### config.mk
export PLATFORM = sky130hd
export DESIGN_NAME = time_keeper_flat
export DESIGN_NICKNAME = d
export VERILOG_FILES = /design/src/rtl/time_keeper_if.sv /design/src/rtl/time_keeper.sv /design/src/flat_wrapper.sv
export SDC_FILE = /design/constraint.sdc
export NUM_CORES = 1
export LEC_CHECK = 0
export BUFFER_PORTS_ARGS = -buffer_cell sky130_fd_sc_hd__buf_2
export CAP_MARGIN = 20
export CORE_MARGIN = 4
export CORE_UTILIZATION = 25
export DETAILED_ROUTE_END_ITERATION = 10
export GPL_ROUTABILITY_DRIVEN = 0
export GPL_TIMING_DRIVEN = 0
export PLACE_DENSITY_LB_ADDON = 0.08
export SKIP_LAST_GASP = 1
export SYNTH_ARGS = -nofsm -noshare
export SYNTH_HDL_FRONTEND = slang
export SYNTH_SLANG_ARGS = --single-unit
export TNS_END_PERCENT = 5
### constraint.sdc
create_clock -name i_clk -period 3.3 [get_ports i_clk]
set_input_delay 0.495 -clock i_clk [delete_from_list [all_inputs] [get_ports i_clk]]
set_output_delay 0.495 -clock i_clk [all_outputs]
set_load 0.05 [all_outputs]
### src/rtl/time_keeper_if.sv
// Time-of-day control/status bundle between the button/strobe logic
// and the time keeper core.
interface time_keeper_if;
  logic       i_tick;
  logic       i_set_valid;
  logic [7:0] i_set_hh;
  logic [7:0] i_set_mm;
  logic [7:0] i_set_ss;
  logic       i_set_pm;
  logic       i_inc_hr;
  logic       i_inc_min;
  logic [7:0] o_hh;
  logic [7:0] o_mm;
  logic [7:0] o_ss;
  logic       o_pm;
  logic       o_sec;
  logic       o_rollover;
  logic       o_set_ack;
  logic       o_set_err;

  modport master (
    output i_tick, i_set_valid, i_set_hh, i_set_mm,
    output i_set_ss, i_set_pm, i_inc_hr, i_inc_min,
    input  o_hh, o_mm, o_ss, o_pm,
    input  o_sec, o_rollover, o_set_ack, o_set_err
  );

  modport slave (
    input  i_tick, i_set_valid, i_set_hh, i_set_mm,
    input  i_set_ss, i_set_pm, i_inc_hr, i_inc_min,
    output o_hh, o_mm, o_ss, o_pm,
    output o_sec, o_rollover, o_set_ack, o_set_err
  );
endinterface

### src/rtl/time_keeper.sv
// BCD time-of-day counter with prescaler, load and increment controls.
// Define TWELVE_HOUR_EN for a 12-hour clock with AM/PM flag.
module time_keeper #(
    parameter int TICKS_PER_SEC = 1
) (
    input logic         i_clk,
    input logic         i_reset,
    time_keeper_if.slave bus
);

    localparam int PW = (TICKS_PER_SEC > 1) ? $clog2(TICKS_PER_SEC) : 1;
    localparam logic [PW-1:0] LAST = PW'(TICKS_PER_SEC - 1);

`ifdef TWELVE_HOUR_EN
    localparam logic [7:0] HH_RST = 8'h12;
`else
    localparam logic [7:0] HH_RST = 8'h00;
`endif

    logic [7:0]    hh, mm, ss;
    logic          pm;
    logic [PW-1:0] presc;
    logic          sec, roll, ack, err;

    logic [7:0] hh_nx, mm_nx, ss_nx;
    logic       pm_nx, day_end, ss_end, mm_end;
    logic       set_ok, set_pm_v;

    function automatic logic [7:0] bcd_inc(input logic [7:0] v);
        if (v[3:0] == 4'd9)
            return {v[7:4] + 4'd1, 4'd0};
        return {v[7:4], v[3:0] + 4'd1};
    endfunction

    // Valid BCD digits compare numerically like plain hex.
    function automatic logic bcd_ok(input logic [7:0] v, input logic [7:0] max);
        return (v[7:4] <= 4'd9) && (v[3:0] <= 4'd9) && (v <= max);
    endfunction

    always_comb begin
        ss_end = (ss == 8'h59);
        mm_end = (mm == 8'h59);
        ss_nx  = ss_end ? 8'h00 : bcd_inc(ss);
        mm_nx  = mm_end ? 8'h00 : bcd_inc(mm);
`ifdef TWELVE_HOUR_EN
        hh_nx    = (hh == 8'h12) ? 8'h01 : bcd_inc(hh);
        pm_nx    = pm ^ (hh == 8'h11);
        day_end  = (hh == 8'h11) && pm;
        set_pm_v = bus.i_set_pm;
        set_ok   = bcd_ok(bus.i_set_hh, 8'h12) && (bus.i_set_hh != 8'h00);
`else
        hh_nx    = (hh == 8'h23) ? 8'h00 : bcd_inc(hh);
        pm_nx    = 1'b0;
        day_end  = (hh == 8'h23);
        set_pm_v = 1'b0;
        set_ok   = bcd_ok(bus.i_set_hh, 8'h23);
`endif
        set_ok = set_ok && bcd_ok(bus.i_set_mm, 8'h59)
                        && bcd_ok(bus.i_set_ss, 8'h59);
    end

`ifndef TWELVE_HOUR_EN
    logic unused_pm;
    assign unused_pm = bus.i_set_pm;
`endif

    always_ff @(posedge i_clk) begin
        if (i_reset) begin
            hh    <= HH_RST;
            mm    <= 8'h00;
            ss    <= 8'h00;
            pm    <= 1'b0;
            presc <= '0;
            sec   <= 1'b0;
            roll  <= 1'b0;
            ack   <= 1'b0;
            err   <= 1'b0;
        end else begin
            sec  <= 1'b0;
            roll <= 1'b0;
            ack  <= 1'b0;
            err  <= 1'b0;
            if (bus.i_set_valid) begin
                if (set_ok) begin
                    hh    <= bus.i_set_hh;
                    mm    <= bus.i_set_mm;
                    ss    <= bus.i_set_ss;
                    pm    <= set_pm_v;
                    presc <= '0;
                    ack   <= 1'b1;
                end else begin
                    err <= 1'b1;
                end
            end else if (bus.i_inc_hr) begin
                hh    <= hh_nx;
                pm    <= pm_nx;
                presc <= '0;
            end else if (bus.i_inc_min) begin
                mm    <= mm_nx;
                ss    <= 8'h00;
                presc <= '0;
            end else if (bus.i_tick) begin
                if (presc == LAST) begin
                    presc <= '0;
                    sec   <= 1'b1;
                    ss    <= ss_nx;
                    if (ss_end) begin
                        mm <= mm_nx;
                        if (mm_end) begin
                            hh   <= hh_nx;
                            pm   <= pm_nx;
                            roll <= day_end;
                        end
                    end
                end else begin
                    presc <= presc + 1'b1;
                end
            end
        end
    end

    assign bus.o_hh       = hh;
    assign bus.o_mm       = mm;
    assign bus.o_ss       = ss;
    assign bus.o_pm       = pm;
    assign bus.o_sec      = sec;
    assign bus.o_rollover = roll;
    assign bus.o_set_ack  = ack;
    assign bus.o_set_err  = err;

endmodule

### src/flat_wrapper.sv
// flat-port wrapper written by rule: the top's interface ports become plain ports
module time_keeper_flat 
#(
    parameter int TICKS_PER_SEC = 1
)
  (i_clk, i_reset, bus_i_tick, bus_i_set_valid, bus_i_set_hh, bus_i_set_mm, bus_i_set_ss, bus_i_set_pm, bus_i_inc_hr, bus_i_inc_min, bus_o_hh, bus_o_mm, bus_o_ss, bus_o_pm, bus_o_sec, bus_o_rollover, bus_o_set_ack, bus_o_set_err);
  time_keeper_if bus_i ();
  input logic i_clk;
  input logic i_reset;
  input wire logic [$bits(bus_i.i_tick)-1:0] bus_i_tick;
  input wire logic [$bits(bus_i.i_set_valid)-1:0] bus_i_set_valid;
  input wire logic [$bits(bus_i.i_set_hh)-1:0] bus_i_set_hh;
  input wire logic [$bits(bus_i.i_set_mm)-1:0] bus_i_set_mm;
  input wire logic [$bits(bus_i.i_set_ss)-1:0] bus_i_set_ss;
  input wire logic [$bits(bus_i.i_set_pm)-1:0] bus_i_set_pm;
  input wire logic [$bits(bus_i.i_inc_hr)-1:0] bus_i_inc_hr;
  input wire logic [$bits(bus_i.i_inc_min)-1:0] bus_i_inc_min;
  output wire logic [$bits(bus_i.o_hh)-1:0] bus_o_hh;
  output wire logic [$bits(bus_i.o_mm)-1:0] bus_o_mm;
  output wire logic [$bits(bus_i.o_ss)-1:0] bus_o_ss;
  output wire logic [$bits(bus_i.o_pm)-1:0] bus_o_pm;
  output wire logic [$bits(bus_i.o_sec)-1:0] bus_o_sec;
  output wire logic [$bits(bus_i.o_rollover)-1:0] bus_o_rollover;
  output wire logic [$bits(bus_i.o_set_ack)-1:0] bus_o_set_ack;
  output wire logic [$bits(bus_i.o_set_err)-1:0] bus_o_set_err;
  assign bus_i.i_tick = bus_i_tick;
  assign bus_i.i_set_valid = bus_i_set_valid;
  assign bus_i.i_set_hh = bus_i_set_hh;
  assign bus_i.i_set_mm = bus_i_set_mm;
  assign bus_i.i_set_ss = bus_i_set_ss;
  assign bus_i.i_set_pm = bus_i_set_pm;
  assign bus_i.i_inc_hr = bus_i_inc_hr;
  assign bus_i.i_inc_min = bus_i_inc_min;
  assign bus_o_hh = bus_i.o_hh;
  assign bus_o_mm = bus_i.o_mm;
  assign bus_o_ss = bus_i.o_ss;
  assign bus_o_pm = bus_i.o_pm;
  assign bus_o_sec = bus_i.o_sec;
  assign bus_o_rollover = bus_i.o_rollover;
  assign bus_o_set_ack = bus_i.o_set_ack;
  assign bus_o_set_err = bus_i.o_set_err;
  time_keeper #(.TICKS_PER_SEC(TICKS_PER_SEC)) u_core (.i_clk(i_clk), .i_reset(i_reset), .bus(bus_i));
endmodule
==> results.sh, run 1 <==
export IMPL_holdCritStartpoint="bus_i_set_ss[4]"
export IMPL_clk_latency_ns=0.28
export IMPL_synth_area_top_cells="dfxtp_1 (29%), ha_1 (6.5%), a21oi_1 (5.2%)"
export IMPL_worst_hold_slack_ns=0.5142
export IMPL_instances_no_fill=399
export IMPL_die_width_um=96.02
export IMPL_sequentialPowerShare_pct=46.7
export IMPL_power_internal_mw=0.5131
export IMPL_initial_core_util_pct=26.14
export IMPL_core_area_um2=7408
export IMPL_vdd_drop_max_mv=0.1608
export IMPL_grt_max_degree=16
export IMPL_post_cts_setup_buffers=0
export IMPL_run_status="completed"
export IMPL_r2r_start="u_core.bus.o_mm[0]"
export IMPL_die_h_um=96.02
export IMPL_clk_pin_slew_ns=0.11
export IMPL_drc=0
export IMPL_h_tree_depth=1
export IMPL_hold_class="primary input to flop"
export IMPL_grt_pass1_vias=1990
export IMPL_swShare_pct=34.08
export IMPL_routed_wl_um=6588
export IMPL_synth_nets=280
export IMPL_synth_edff_count=0
export IMPL_cp_start_kind="flop"
export IMPL_rsz0062_at_grt="no"
export IMPL_place_area_um2=2346
export IMPL_critPathRequiredTime_ns=3.48
export IMPL_dp_cells=395
export IMPL_worstHoldPathCells=3
export IMPL_syn_to_final_growth_pct=23.97
export IMPL_max_freq_ghz=0.4482
export IMPL_period_needed_ns=2.231
export IMPL_worstMarginPinSlew_ns=0.7705
export IMPL_vias=2019
export IMPL_yosysMostFrequentCell="dfxtp_1"
export IMPL_setup_viol=0
export IMPL_post_place_ws_ns=0.9070
export IMPL_clockRootBuffer="clkbuf_8"
export IMPL_clk_path_buf_depth=2
export IMPL_dp_hpwl_um=5088
export IMPL_setup_worst_path_end_class="flop"
export IMPL_p_leak_nw=0.9823
export IMPL_p_switching_mw=0.2652
export IMPL_crit_type="flop to flop"
export IMPL_reg2reg_to="u_core.bus.o_hh[3]"
export IMPL_rr_worst_depth=7
export IMPL_fillers=795
export IMPL_synth_seq_cells=28
export IMPL_async_flop_share_pct=0
export IMPL_die_area_um2=9220
export IMPL_antennaDiodeCount=0
export IMPL_power_density_nw_per_um2=324.2
export IMPL_cts_sinks=28
export IMPL_setup_tns_ns=0
export IMPL_antenna_found_initial=0
export IMPL_synth_commonest_cells="dfxtp_1 (28), nor2_1 (23), nand2_1 (22), a21oi_1 (20), o21ai_0 (15)"
export IMPL_drive_gt1_share_pct=27.33
export IMPL_p_total_mw=0.7784
export IMPL_post_route_util_pct=32.41
export IMPL_fin_crit_sh_pct=67.61
export IMPL_synth_top_flop_cell="dfxtp_1"
export IMPL_worstPathArrival_ns=2.42
export IMPL_wire_per_inst_um=16.51
export IMPL_grt_ovfl_total=0
export IMPL_syn_area_um2=1937
export IMPL_num_io_pins=60
export IMPL_p_comb_share_pct=23.4
export IMPL_nets=342
export IMPL_skew_ns=0.002699
export IMPL_worstHoldEndpoint="u_core.bus.o_ss[4]"
export IMPL_yosysSeqAreaShare_pct=28.94
export IMPL_first_iter_violations=115
export IMPL_ant_nets=0
export IMPL_maxCapViolations=0
export IMPL_grt_usage_pct=15.05
export IMPL_syn_inst=239
export IMPL_yosysWarnings=0
export IMPL_pwr_share_clk_pct=29.9
export IMPL_hold_viol=0
export IMPL_drv_slew=0
export IMPL_hold_buffers=0
export IMPL_grt_pass1_wl_um=10740
export IMPL_design_area_um2=2401
export IMPL_cts_repair_resized=0
export IMPL_synth_area_leader_cell="dfxtp_1"
export IMPL_critical_path_max_fanout=7
export IMPL_numCtsBuffers=3
export IMPL_drtPass1Iterations=4
export IMPL_synth_top_area_share_pct=28.94
export IMPL_ys_types=62
export IMPL_io_buffers=57
export IMPL_rows=31
export IMPL_viasPerCell=5.060
export IMPL_cts_tree="yes"
export IMPL_max_slew_margin_pct=48.47
export IMPL_syn_area_per_cell_um2=8.104
export IMPL_fin_ws_ns=1.069
export IMPL_reg2reg_slack_ns=1.07
-- final cells by class --
| class | instances | area (um2) | area share, % |
|---|---|---|---|
| Multi-Input combinational cell | 190 | 1290 | 53.73 |
| Sequential cell | 28 | 560.5 | 23.35 |
| Timing Repair Buffer | 57 | 285.3 | 11.88 |
| Tap cell | 99 | 123.9 | 5.159 |
| Clock buffer | 4 | 55.05 | 2.293 |
| Buffer | 11 | 48.80 | 2.032 |
| Inverter | 10 | 37.54 | 1.563 |
-- worst max path at each step --
| stage | startpoint | endpoint | slack, ns |
|---|---|---|---|
| 2_1_floorplan | u_core.bus.o_hh[5] | u_core.bus.o_hh[4] | 0.93 |
| 3_3_place_gp | bus_i_set_valid | u_core.bus.o_hh[0] | 0.91 |
| 3_5_place_dp | bus_i_set_valid | u_core.bus.o_hh[0] | 0.91 |
| 4_1_cts | u_core.bus.o_mm[0] | u_core.bus.o_hh[3] | 1.07 |
| 5_1_grt | u_core.bus.o_mm[0] | u_core.bus.o_hh[3] | 0.94 |
| 6_report | u_core.bus.o_mm[0] | u_core.bus.o_hh[3] | 1.07 |
-- per-layer routing --
| metal | vias to the layer above | wire [um] | GRT usage (%) |
|---|---|---|---|
| li1 | 1035 | - | - |
| met1 | 938 | 3333 | 21.47 |
| met2 | 42 | 2920 | 23.69 |
| met3 | 4 | 261 | 2.346 |
| met4 | 0 | 73 | 3.436 |
| met5 | - | 0 | 0 |
-- worst max-delay path, cell delays in order, from the launching register on --
cell and delay, ns:
dfxtp_1 0.44, ha_1 0.20, and3b_1 0.16, buf_2 0.19, nand2_2 0.11, o31a_1 0.36, or3_1 0.41, a32o_1 0.27
-- registers in the layout, indices dropped and copies added (netlist names) --
name                   flops
u_core.bus.o_mm            8
u_core.bus.o_rollover      1
u_core.bus.o_set_ack       1
u_core.bus.o_sec           1
u_core.bus.o_set_err       1
u_core.bus.o_ss            8
u_core.bus.o_hh            8
-- kinds of logic (layout without fill, tap and decap cells) --
logic type	after synthesis	count (layout)	synth area share [%]
simple gates	89	89	25.26
compound gates	87	87	33.33
flops	28	28	28.94
buf+inv	21	82	4.457
fa+ha+maj	10	10	6.460
xor+xnor	3	3	1.357
other cells	1	1	0.1936
-- cell usage in the layout (no fill, tap or decap), drive strengths merged, types with 2 or more instances in the layout --
| master | synthesis | routed |
|---|---|---|
| buf | 5 | 62 |
| dfxtp | 28 | 28 |
| nor2 | 23 | 23 |
| nand2 | 23 | 23 |
| a21oi | 20 | 20 |
| o21ai | 17 | 17 |
| a211oi | 14 | 14 |
| inv | 10 | 10 |
| ha | 10 | 10 |
| clkbuf | 6 | 10 |
| nand3 | 8 | 8 |
| o32ai | 6 | 6 |
| nor3 | 6 | 6 |
| and3b | 4 | 4 |
| a32o | 4 | 4 |
| o31ai | 4 | 4 |
| nand2b | 3 | 3 |
| nor4b | 3 | 3 |
| or2 | 3 | 3 |
| o31a | 3 | 3 |
| o21a | 2 | 2 |
| o211ai | 2 | 2 |
| nor2b | 2 | 2 |
| a211o | 2 | 2 |
| o221ai | 2 | 2 |
| and3 | 2 | 2 |
| xnor2 | 2 | 2 |
| nor4 | 2 | 2 |
| or3 | 2 | 2 |
| or3b | 2 | 2 |
-- power groups by stage --
stage	registers, mW	logic, mW	clock network (mW)
2_1_floorplan	0.408	0.0798	0
3_3_place_gp	0.371	0.183	0
3_5_place_dp	0.371	0.183	0
4_1_cts	0.364	0.183	0.242
5_1_grt	0.367	0.201	0.251
6_report	0.364	0.182	0.232
Power figures use the tool's default switching activity.
==> inputs of run 2 (changes only) <==
==> constraint.sdc (replaced) <==
create_clock -name i_clk -period 1.8 [get_ports i_clk]
set_input_delay 0.27 -clock i_clk [delete_from_list [all_inputs] [get_ports i_clk]]
set_output_delay 0.27 -clock i_clk [all_outputs]
set_load 0.05 [all_outputs]
==> run 2 against run 1 <==
  * First-iteration DRC count down 29%
  * Non-clock buffer count up 2
  * Wire length up 1.1%
  * Highest routed layer unchanged
  * Via count up 2.1%
  * Largest power group unchanged
  * Total power up 78%
  * Register-to-register slack worse by 1.3 ns
  * The run now ends with negative setup slack left
  * Combinational power up 87%
  * Count of clock-buffer cells in the layout unchanged
  * Setup slack worse by 1.3 ns
  * Clock power up 64%
==> results.sh, run 2 (same netlist as run 1, synthesis figures left out) <==
export IMPL_sequentialPowerShare_pct=47.9
export IMPL_die_area_um2=9220
export IMPL_run_status="finished, violations left"
export IMPL_setup_viol=11
export IMPL_mostFrequentLayoutCell="buf_2"
export IMPL_antennaDiodeCount=0
export IMPL_clk_pin_slew_ns=0.11
export IMPL_reg2reg_slack_ns=-0.23
export IMPL_fin_crit_sh_pct=112.9
export IMPL_rows=31
export IMPL_clk_latency_ns=0.28
export IMPL_rr_worst_depth=7
export IMPL_max_stage_delay_ns=0.46
export IMPL_fillers=815
export IMPL_numCtsBuffers=3
export IMPL_vdd_drop_max_mv=0.2432
export IMPL_first_iter_violations=82
export IMPL_grt_pass1_wl_um=10840
export IMPL_max_slew_margin_pct=46.72
export IMPL_swShare_pct=34.73
export IMPL_cts_sinks=28
export IMPL_crit_type="flop to flop"
export IMPL_rsz0062_at_grt="yes"
export IMPL_design_area_um2=2497
export IMPL_io_buffers=57
export IMPL_die_width_um=96.02
export IMPL_hold_class="primary input to flop"
export IMPL_syn_to_final_growth_pct=28.94
export IMPL_place_area_um2=2437
export IMPL_period_needed_ns=2.032
export IMPL_p_total_mw=1.383
export IMPL_cts_tree="yes"
export IMPL_p_switching_mw=0.4804
export IMPL_power_density_nw_per_um2=553.8
export IMPL_worstHoldEndpoint="u_core.bus.o_ss[4]"
export IMPL_final_cell_mix="buf_2 (59), nor2_1 (23), nand2_1 (22)"
export IMPL_num_io_pins=60
export IMPL_dp_hpwl_um=5168
export IMPL_drv_slew=0
export IMPL_drtPass1Iterations=4
export IMPL_setup_tns_ns=-1.284
export IMPL_hold_viol=0
export IMPL_cp_num_buf_inv=1
export IMPL_viasPerCell=5.140
export IMPL_worstHoldPathCells=3
export IMPL_cp_start_kind="flop"
export IMPL_pwr_share_clk_pct=27.5
export IMPL_grt_usage_pct=15.06
export IMPL_core_area_um2=7408
export IMPL_routed_wl_um=6659
export IMPL_critPathSlowestCell="or4b_4"
export IMPL_holdCritStartpoint="bus_i_set_ss[4]"
export IMPL_grt_ovfl_total=0
export IMPL_grt_pass1_vias=2043
export IMPL_clockRootBuffer="clkbuf_8"
export IMPL_p_comb_share_pct=24.6
export IMPL_wire_per_inst_um=16.61
export IMPL_antenna_found_initial=0
export IMPL_r2r_start="u_core.bus.o_hh[4]"
export IMPL_initial_core_util_pct=26.14
export IMPL_nets=344
export IMPL_worstPathArrival_ns=2.19
export IMPL_power_internal_mw=0.9028
export IMPL_ant_nets=0
export IMPL_critPathTopFamily="simple AND/OR/NAND/NOR gates"
export IMPL_dp_cells=395
export IMPL_reg2reg_to="u_core.bus.o_hh[7]"
export IMPL_worstMarginPinSlew_ns=0.7967
export IMPL_critPathRequiredTime_ns=1.96
export IMPL_vias=2061
export IMPL_die_h_um=96.02
export IMPL_drc=0
export IMPL_violations="negative setup slack"
export IMPL_h_tree_depth=1
export IMPL_max_freq_ghz=0.4921
export IMPL_instances_no_fill=401
export IMPL_critical_path_max_fanout=4
export IMPL_crit_chain="inv_4, ha_4, or4b_4, or3_4, o21a_4, a211oi_2, o32ai_1"
export IMPL_p_leak_nw=1.005
export IMPL_grt_max_degree=16
export IMPL_fin_ws_ns=-0.2321
export IMPL_drive_gt1_share_pct=35.76
export IMPL_clk_path_buf_depth=2
export IMPL_maxCapViolations=0
export IMPL_skew_ns=0.007696
export IMPL_setup_worst_path_end_class="flop"
==> run 2: worst max path at each step <==
stage / end / from / slack (ns) / cells past startpoint
floorplan: u_core.bus.o_hh[6] / u_core.bus.o_hh[5] / -0.23 / 6
global placement: u_core.bus.o_hh[0] / bus_i_set_valid / -0.37 / 6
detailed placement: u_core.bus.o_hh[0] / bus_i_set_valid / -0.35 / 6
CTS: u_core.bus.o_hh[7] / u_core.bus.o_hh[4] / -0.25 / 7
global route: u_core.bus.o_hh[7] / u_core.bus.o_hh[4] / -0.28 / 7
finish: u_core.bus.o_hh[7] / u_core.bus.o_hh[4] / -0.23 / 7
==> run 2: cell type report <==
class | instances | area [um2] | area share [%]
Multi-Input combinational cell | 190 | 1333 | 53.36
Sequential cell | 28 | 600.6 | 24.05
Timing Repair Buffer | 59 | 300.3 | 12.02
Tap cell | 99 | 123.9 | 4.960
Buffer | 11 | 55.05 | 2.204
Clock buffer | 4 | 45.04 | 1.804
Inverter | 10 | 40.04 | 1.603
==> run 2: worst min-delay path, cell delays in order <==
cell	delay, ns
buf_2	0.08
a211oi_1	0.06
nor3_1	0.12
==> run 2: power by group through the flow <==
stage | combinational [mW] | clock (mW) | sequential, mW
floorplan | 0.150 | 0 | 0.745
global placement | 0.340 | 0 | 0.678
detailed placement | 0.339 | 0 | 0.678
CTS | 0.342 | 0.404 | 0.663
global route | 0.374 | 0.419 | 0.667
finish | 0.340 | 0.381 | 0.663
==> run 2: through the flow <==
stage	hold slack, ns	utilization, %	worst slack (ns)
3_5_place_dp	0.4863	32.90	-0.3468
2_1_floorplan	0.4322	-	-0.2268
3_3_place_gp	0.4775	32.90	-0.3693
6_report	0.2902	33.71	-0.2321
5_1_grt	0.2985	33.71	-0.2754
4_1_cts	0.2871	33.71	-0.2473
==> run 2: routing by layer <==
| layer | GRT usage, % | vias up | part of all wire (%) |
|---|---|---|---|
| met5 | 0 | - | 0 |
| met4 | 2.488 | 0 | 0.62 |
| met3 | 2.267 | 4 | 4.1 |
| met2 | 24.32 | 47 | 46 |
| met1 | 21.39 | 973 | 49 |
| li1 | - | 1037 | - |
==> run 2: what timing repair did <==
| item | 4_1_cts | 5_1_grt |
|---|---|---|
| buffers inserted | 2 | 0 |
| setup endpoints to repair | 12 | 24 |
| pin swaps | 1 | 2 |
| resized for setup | 0 | 0 |
| hold buffers | 0 | 0 |
